File: config.mk
export PLATFORM = sky130hd
export DESIGN_NAME = cu_fsm_irq
export DESIGN_NICKNAME = d
export VERILOG_FILES = /design/src/rtl/cu_pkg.sv /design/src/rtl/cu_wait_timer.sv /design/src/rtl/cu_fsm_irq.sv
export SDC_FILE = /design/constraint.sdc
export NUM_CORES = 1
export LEC_CHECK = 0
export CORE_UTILIZATION = 44
export CTS_CLUSTER_DIAMETER = 30
export DETAILED_ROUTE_END_ITERATION = 7
export GPL_ROUTABILITY_DRIVEN = 0
export PLACE_DENSITY = 0.95
export SYNTH_ARGS = -nofsm -noshare
export SYNTH_HDL_FRONTEND = slang
export SYNTH_HIERARCHICAL = 1
export SYNTH_SLANG_ARGS = --single-unit
File: constraint.sdc
create_clock -name clk -period 6.4 [get_ports clk]
set_input_delay 1.28 -clock clk [delete_from_list [all_inputs] [get_ports clk]]
set_output_delay 1.28 -clock clk [all_outputs]
set_load 0.01 [all_outputs]
File: src/rtl/cu_pkg.sv
// cu_pkg: state encoding and RV32I opcode constants for the control unit
package cu_pkg;
  typedef enum logic [2:0] {
    ST_INIT      = 3'd0,
    ST_FETCH     = 3'd1,
    ST_EXECUTE   = 3'd2,
    ST_WRITEBACK = 3'd3,
    ST_INTR      = 3'd4
  } state_t;
  localparam logic [6:0] OP_RTYPE  = 7'b0110011;
  localparam logic [6:0] OP_ITYPE  = 7'b0010011;
  localparam logic [6:0] OP_LOAD   = 7'b0000011;
  localparam logic [6:0] OP_STORE  = 7'b0100011;
  localparam logic [6:0] OP_BRANCH = 7'b1100011;
  localparam logic [6:0] OP_JAL    = 7'b1101111;
  localparam logic [6:0] OP_JALR   = 7'b1100111;
  localparam logic [6:0] OP_LUI    = 7'b0110111;
  localparam logic [6:0] OP_AUIPC  = 7'b0010111;
  localparam logic [6:0] OP_SYSTEM = 7'b1110011;
endpackage

File: src/rtl/cu_wait_timer.sv
// cu_wait_timer: counts memory wait cycles and flags the last tolerated one
module cu_wait_timer #(
  parameter int TIMEOUT_W = 4
) (
  input  logic clk,
  input  logic fsm_rst,
  input  logic wait_en,
  input  logic clear,
  output logic expired
);
  localparam logic [TIMEOUT_W-1:0] LAST = {TIMEOUT_W{1'b1}} ^ TIMEOUT_W'(1);
  logic [TIMEOUT_W-1:0] cnt;
  // cnt holds completed wait cycles; the current one makes 2^W-1 at LAST
  always_ff @(posedge clk)
    if (fsm_rst || clear) cnt <= '0;
    else if (wait_en) cnt <= cnt + 1'b1;
  assign expired = wait_en && (cnt == LAST);
endmodule

File: src/rtl/cu_fsm_irq.sv
// cu_fsm_irq: multicycle RV32I control FSM with wait states, timeout and interrupt entry
module cu_fsm_irq
  import cu_pkg::*;
#(
  parameter int OPCODE_W    = 7,
  parameter bit MEM_WAIT_EN = 1,
  parameter bit IRQ_EN      = 1,
  parameter int TIMEOUT_W   = 4
) (
  input  logic                clk,
  input  logic                fsm_rst,
  input  logic [OPCODE_W-1:0] opcode,
  input  logic [2:0]          funct3,
  input  logic                intr,
  input  logic                mie,
  input  logic                mem_ready1,
  input  logic                mem_ready2,
  output logic                pc_write,
  output logic                reg_write,
  output logic                mem_WE2,
  output logic                mem_RDEN1,
  output logic                mem_RDEN2,
  output logic                pc_rst,
  output logic                csr_WE,
  output logic                int_taken,
  output logic                mret_exec,
  output logic                bus_err,
  output logic [2:0]          state_o
);
  state_t ps, ns, retire_ns;
  logic [6:0] op;
  logic r1, r2, is_sys, is_wr, waiting, rdy, expired;
  assign op = 7'(opcode);
  assign r1 = MEM_WAIT_EN ? mem_ready1 : 1'b1;
  assign r2 = MEM_WAIT_EN ? mem_ready2 : 1'b1;
  assign is_sys = op == OP_SYSTEM;
  assign is_wr = op inside {OP_RTYPE, OP_ITYPE, OP_JAL, OP_JALR, OP_AUIPC, OP_LUI};
  assign retire_ns = (IRQ_EN && intr && mie) ? ST_INTR : ST_FETCH;
  assign waiting = ps == ST_FETCH || ps == ST_WRITEBACK || (ps == ST_EXECUTE && op == OP_STORE);
  assign rdy = ps == ST_FETCH ? r1 : r2;
  assign state_o = ps;
  cu_wait_timer #(.TIMEOUT_W(TIMEOUT_W)) u_timer (
    .clk(clk),
    .fsm_rst(fsm_rst),
    .wait_en(waiting && !rdy),
    .clear(ns != ps || rdy),
    .expired(expired)
  );
  // present-state register
  always_ff @(posedge clk)
    if (fsm_rst) ps <= ST_INIT;
    else ps <= ns;
  // next state and enables; an expired wait overrides every enable with bus_err
  always_comb begin
    ns = ps;
    pc_write = 1'b0;
    reg_write = 1'b0;
    mem_WE2 = 1'b0;
    mem_RDEN1 = 1'b0;
    mem_RDEN2 = 1'b0;
    pc_rst = 1'b0;
    csr_WE = 1'b0;
    int_taken = 1'b0;
    mret_exec = 1'b0;
    bus_err = 1'b0;
    if (expired) begin
      bus_err = 1'b1;
      ns = ST_INIT;
    end else
      case (ps)
        ST_INIT: begin
          pc_rst = 1'b1;
          ns = ST_FETCH;
        end
        ST_FETCH: begin
          mem_RDEN1 = 1'b1;
          ns = r1 ? ST_EXECUTE : ST_FETCH;
        end
        ST_EXECUTE:
          if (op == OP_LOAD) begin
            mem_RDEN2 = 1'b1;
            ns = ST_WRITEBACK;
          end else if (op == OP_STORE) begin
            mem_WE2 = 1'b1;
            pc_write = r2;
            ns = r2 ? retire_ns : ST_EXECUTE;
          end else begin
            pc_write = 1'b1;
            reg_write = is_wr || (is_sys && funct3 != 3'b000);
            csr_WE = is_sys && funct3 != 3'b000;
            mret_exec = is_sys && funct3 == 3'b000;
            ns = retire_ns;
          end
        ST_WRITEBACK: begin
          mem_RDEN2 = 1'b1;
          pc_write = r2;
          reg_write = r2;
          ns = r2 ? retire_ns : ST_WRITEBACK;
        end
        ST_INTR: begin
          int_taken = 1'b1;
          pc_write = 1'b1;
          ns = ST_FETCH;
        end
        default: ns = ST_INIT;
      endcase
  end
endmodule

==> flow_summary.ini <==
[outcome]
status = finished clean

[logic_synthesis]
synth_edf_count = 0
synth.avg_cell_area_um2 = 7.78
synthTopCellsByArea = dfxtp_1, nor3b_1, nor3_1
netlist_instances = 88
seq_area_frac_synth_pct = 20.5
syn_nets = 106
yosysTopAreaCell = dfxtp_1
async_flop_share_pct = 0
synth_cell_type_count = 44
ys.flop_type = dfxtp_1
synth_seq_cells = 7
ys_warn_count = 6
synth_top_area_share_pct = 20.5
netlist_area_um2 = 684

[place]
post-dp-hpwl_mm = 1.42
place_area_um2 = 958
port_buffers = 28
dp.cells = 127
place_ws_ns = 0.779

[setup_path]
r2r_cells = 8
cp-startpoint = opcode[4]
crit_top_cell = clkdlybuf4s50_1
r2r-end = u_timer/cnt[1]$_SDFFE_PP0P_
crit_type = input port to output port
worst-path-max-fanout = 10
cpMaxStageDelayCell = clkdlybuf4s50_1
arrival_ns = 4.33
rrSetupSlack_ns = 3.46
end_kind = output port
cpPeakStageDelay_ns = 0.57
cp_top_family = simple AND/OR/NAND/NOR gates
crit_buf_inv = 2
worst_setup_path_start_kind = input port
path_cells = clkdlybuf4s50_1 > and4bb_2 > a31oi_1 > nand2b_1 > a21oi_1 > and4_2 > nor4b_2 > nand2_1 > or3_4 > nor4_4 > clkdlybuf4s50_1
rr_startpoint = state_o[1]$_SDFF_PP0_
crit_required_ns = 5.12

[global_routing]
grt_first_pass_wirelength_mm = 2.99
grt_max_degree = 18
grtUsageTotal_pct = 21.0
antenna_found_initial = 0
first_global_vias = 693
grt_remaining_overflow = 0

[sta]
setup_ws_ns = 0.790
tightest_slew_ns = 0.536
hold_viol = 0
fin_crit_ns = 5.61
rsz0062_at_grt = no
final.setup_skew_ns = 0.00550
timing.setup.tns_ns = 0
drv_slew = 0
relSlewSlack_pct = 64.2
post-route-period-util_pct = 87.7
fmax_mhz = 178
finalSetupViolations = 0
whs_ns = 0.544

[detailed_routing]
avgRoutedWirePerCell_um = 13.8
viasPerCell = 5.94
drtPass1Iterations = 4
vias = 778
drtIter0Drc = 37
drc = 0
postRouteAntennaNets = 0
wl_mm = 1.80

[floorplan]
die_w_um = 41.4
core-area_mm2 = 0.00137
fp.dieH_um = 41.4
start_util_pct = 50.1
io_pins = 29
dieArea_mm2 = 0.00172
rows = 13

[clock_network]
cts.clk_slew.worst_paths_ns = 0.06
clk-insertion-delay-late_ns = 0.25
cts_sinks = 7
post_cts_buffers = 0
hold_buffers = 0
cts_buffers = 3
cts_root_buf = clkbuf_4
clock_path_buffers = 2
ctsResizeCount = 0
cts_htree_levels = 1
cts_tree = done

[finish]
finalNonFillerCells = 131
syn_to_final_growth_pct = 44.1
n_fill_cell = 110
multiInputGateArea_um2 = 508
final_common_cell = clkdlybuf4s50_1
drive_gt1_share_pct = 11.2
final_nets = 135
seqCellArea_um2 = 140
diodes = 0
final_cell_mix = clkdlybuf4s50_1, nand2_1, nor3_1, dfxtp_1
final_area_um2 = 986

[min_path]
min_from = u_timer/cnt[1]$_SDFFE_PP0P_
hold_path_depth = 2
whs_endpoint = u_timer/cnt[1]$_SDFFE_PP0P_
holdCritPathClass = flop to flop

[pwr]
leakagePower_uw = 0.000321
ir_worst_vdd_v = 0.000120
p_per_area_mw_per_mm2 = 128

[run]
maxCapViolCount = 0
==> logic make-up (layout without fill, tap and decap cells) <==
logic type	after synthesis	in the layout	synth area share [%]
and+or+nand+nor	46	46	43.5
AOI/OAI and AO/OA	24	24	24.1
DFF	7	7	20.5
buffers and inverters	7	35	5.30
adders and majority gates	2	2	3.66
xor gates and xnor gates	1	1	1.28
muxes	1	1	1.65
==> how the worst max path moves through the flow <==
stage	to	slack, ns	cells after the start
after global routing	mret_exec	0.61	11
after global placement	mret_exec	0.89	11
final	mret_exec	0.79	11
after CTS	mret_exec	0.78	11
after floorplan	mret_exec	1.91	10
after detailed placement	mret_exec	0.78	11
==> report_power, final <==
part,switching (uW),internal [uW]
Clock,16.5,22.8
Combinational,17.3,21.0
Sequential,3.97,44.8
==> tightest hold or removal path: stages (launching register included) <==
cell and delay [ns]:
dfxtp_1 0.34, nor2_1 0.09, a2111oi_1 0.06
==> area by class of cell <==
class                      instances  share of cell area [%]
clock buffer                       3                    2.28
tap                               15                    1.90
timing repair buffer              28                    28.4
sequential                         7                    14.2
multi-input combinational         74                    51.5
inverter                           3                    1.14
clock inverter                     1                   0.508
==> registers in the layout (all words and copies together), names as in the netlist <==
| name | count |
|---|---|
| u_timer/cnt | 4 |
| state_o | 3 |
==> synthesized netlist by cell type, types with 2 or more instances <==
cell type / instances
nor2_1: 6
a21oi_1: 6
nor3b_1: 5
nand2_1: 8
nor3_1: 7
nand2b_1: 3
o21a_1: 2
nand4_1: 2
a31oi_1: 2
ha_1: 2
dfxtp_1: 7
inv_1: 3
a211oi_1: 2
o21ai_0: 3
==> per-stage QoR <==
stage | utilization (%) | power, uW
floorplan | - | 65.9
detailed placement | 70.1 | 87.3
finish | 72.2 | 126
global route | 72.2 | 134
CTS | 72.2 | 126
global placement | 70.1 | 86.5
==> routing by layer <==
layer / vias to the layer above / global-route usage [%] / share of wire, %
li1: 395 / - / -
met1: 346 / 28.6 / 44
met2: 37 / 35.6 / 49
met3: 0 / 1.74 / 6.8
met4: 0 / 5.16 / 0
met5: - / 0 / 0
(Power assumes the default switching activity.)
==> edit (same flow settings) <==
`TIMEOUT_W` is set to 4 in 2 places; all go to 5.
--- a/src/rtl/cu_wait_timer.sv
+++ b/src/rtl/cu_wait_timer.sv
@@ -2,3 +2,3 @@
 module cu_wait_timer #(
-  parameter int TIMEOUT_W = 4
+  parameter int TIMEOUT_W = 5
 ) (
--- a/src/rtl/cu_fsm_irq.sv
+++ b/src/rtl/cu_fsm_irq.sv
@@ -7,3 +7,3 @@
   parameter bit IRQ_EN      = 1,
-  parameter int TIMEOUT_W   = 4
+  parameter int TIMEOUT_W   = 5
 ) (
Behaviour: no difference found for any inputs over 10 cycles, from zero or initial values and one cycle with fsm_rst high; that may be too few to reach the edited logic, so the function may still have changed.
==> edit against the original RTL <==
Routed wire length is 8.9% higher. The run now ends with design-rule violations left. Area after synthesis is 10% higher. Cell area is 6.2% higher. Sequential cell count is 1 higher. Sequential power is 13% higher. Total power is 6.1% higher. Register-to-register slack hardly changed. Worst setup slack better by 0.056 ns.
==> edit: results (changes against the original RTL) <==
- The run finished, with violations left.
- The final reports fail on design-rule violations.
- The first-pass iteration count of the detailed router was 6 (+2).
- The flip-flop count of the largest register, all copies and words added is 5 (+1).
- The worst-case headroom to the max-slew limit was 56.33% (-7.9 points).
- The startpoint identified for the worst register-to-register timing path is state_o[0].
- The share of the yosys chip area belonging to registers is 21.26% (+0.79 points).
- The total global routing track utilization is 21.39% (+0.34 points).
- The count of cells along the worst register-to-register path is 11 (+3).
- The half-perimeter wire length after detailed placement is 1.537 mm (+8.4%).
- The net count after synthesis was 114 (+7.5%).
- The first-pass GRT wire length is 3.146 mm (+5.3%).
- After synthesis, the cell types taking the most area are sky130_fd_sc_hd__dfxtp_1 21%, sky130_fd_sc_hd__nor3b_1 6.0%, sky130_fd_sc_hd__nor3_1 5.3%, sky130_fd_sc_hd__nand2_1 4.5%, sky130_fd_sc_hd__a21oi_1 4.0%.
- The layout net count is 143 (+5.9%).
- In the synthesized netlist, the cells that appear most often are 9 x sky130_fd_sc_hd__nand2_1, 8 x sky130_fd_sc_hd__dfxtp_1, 8 x sky130_fd_sc_hd__nor3_1, 7 x sky130_fd_sc_hd__nor2_1.
- The post-synthesis cell type count came to 43 (-2.3%).
- The number of cells upsized or downsized after cts was 0 (unchanged).
- The worst-case clock skew is 0.002746 ns (-0.002752 ns).
- The fraction of layout instances using a drive strength above 1 was 9.756% (-1.5 points).
- The iteration-0 DRC count of the detailed router came to 20 (-46%).
- The via count came to 834 (+7.2%).
- The fill cell total of the finished layout is 138 (+25%).
- The leakage power figure was 0.3363 nW (+4.9%).
- The minimum setup slack among reg-to-reg paths is 3.47 ns (about the same).
- The worst slack on hold paths is 0.5898 ns (+0.04586 ns).
- The number of design rule violations left after detail routing is 8 (+8).
- The number of global-route vias before repair is 738 (+6.5%).
[edit: final cells by class]
cell class | count | area [µm²] | share of cell area, %
well taps | 16 | 20.02 | 1.912
multi-input cells | 80 | 545.5 | 52.09
clock buffers | 3 | 22.52 | 2.151
inverters | 3 | 11.26 | 1.075
repair buffers | 29 | 287.8 | 27.48
flip-flops and latches | 8 | 160.2 | 15.29
[edit: cell families after synthesis]
kind of cell | synth area share, %
compound gates | 22.59
xor+xnor | 1.163
fa+ha+maj | 3.322
buf+inv | 6.310
flops | 21.26
mux | 2.990
simple gates | 42.36
[edit: critical path, delay by kind of cell]
kind / cells / cell delay [ns]
AND/OR/NAND/NOR: 8 / 1.47
buffers and inverters: 3 / 1.29
AO/OA/AOI/OAI: 2 / 0.22
[edit: per-stage QoR]
step	setup slack (ns)	instances	area, µm²	total power, mW	util, %
floorplan	1.999	96	753.2	0.07438	-
global placement	0.9298	136	1025	0.09449	65.73
detailed placement	0.8797	136	1025	0.09578	65.73
CTS	0.8635	139	1047	0.1347	67.18
global route	0.6988	139	1047	0.1419	67.18
finish	0.8461	139	1047	0.1341	67.18
[edit: where the power goes]
part	leakage, nW	internal, mW	switching (mW)	total (mW)
clock	0.0138	0.0215	0.0173	0.0388
sequential	0.0649	0.0510	0.00419	0.0552
combinational	0.258	0.0218	0.0183	0.0401
[edit: worst max path at each step]
stage	endpoint	slack (ns)	cells after the start
floorplan	mret_exec	2.00	12
global placement	mret_exec	0.93	13
finish	mret_exec	0.85	13
global route	pc_write	0.70	12
detailed placement	mret_exec	0.88	13
CTS	mret_exec	0.86	13
[edit: routing by layer]
metal  vias to the layer above  global-route usage, %  share of wire, %
met2                        32                  38.18                50
li1                        420                      -                 -
met3                         0                  3.750               6.6
met4                         0                  6.250                 0
met1                       382                  26.15                44
met5                         -                      0                 0
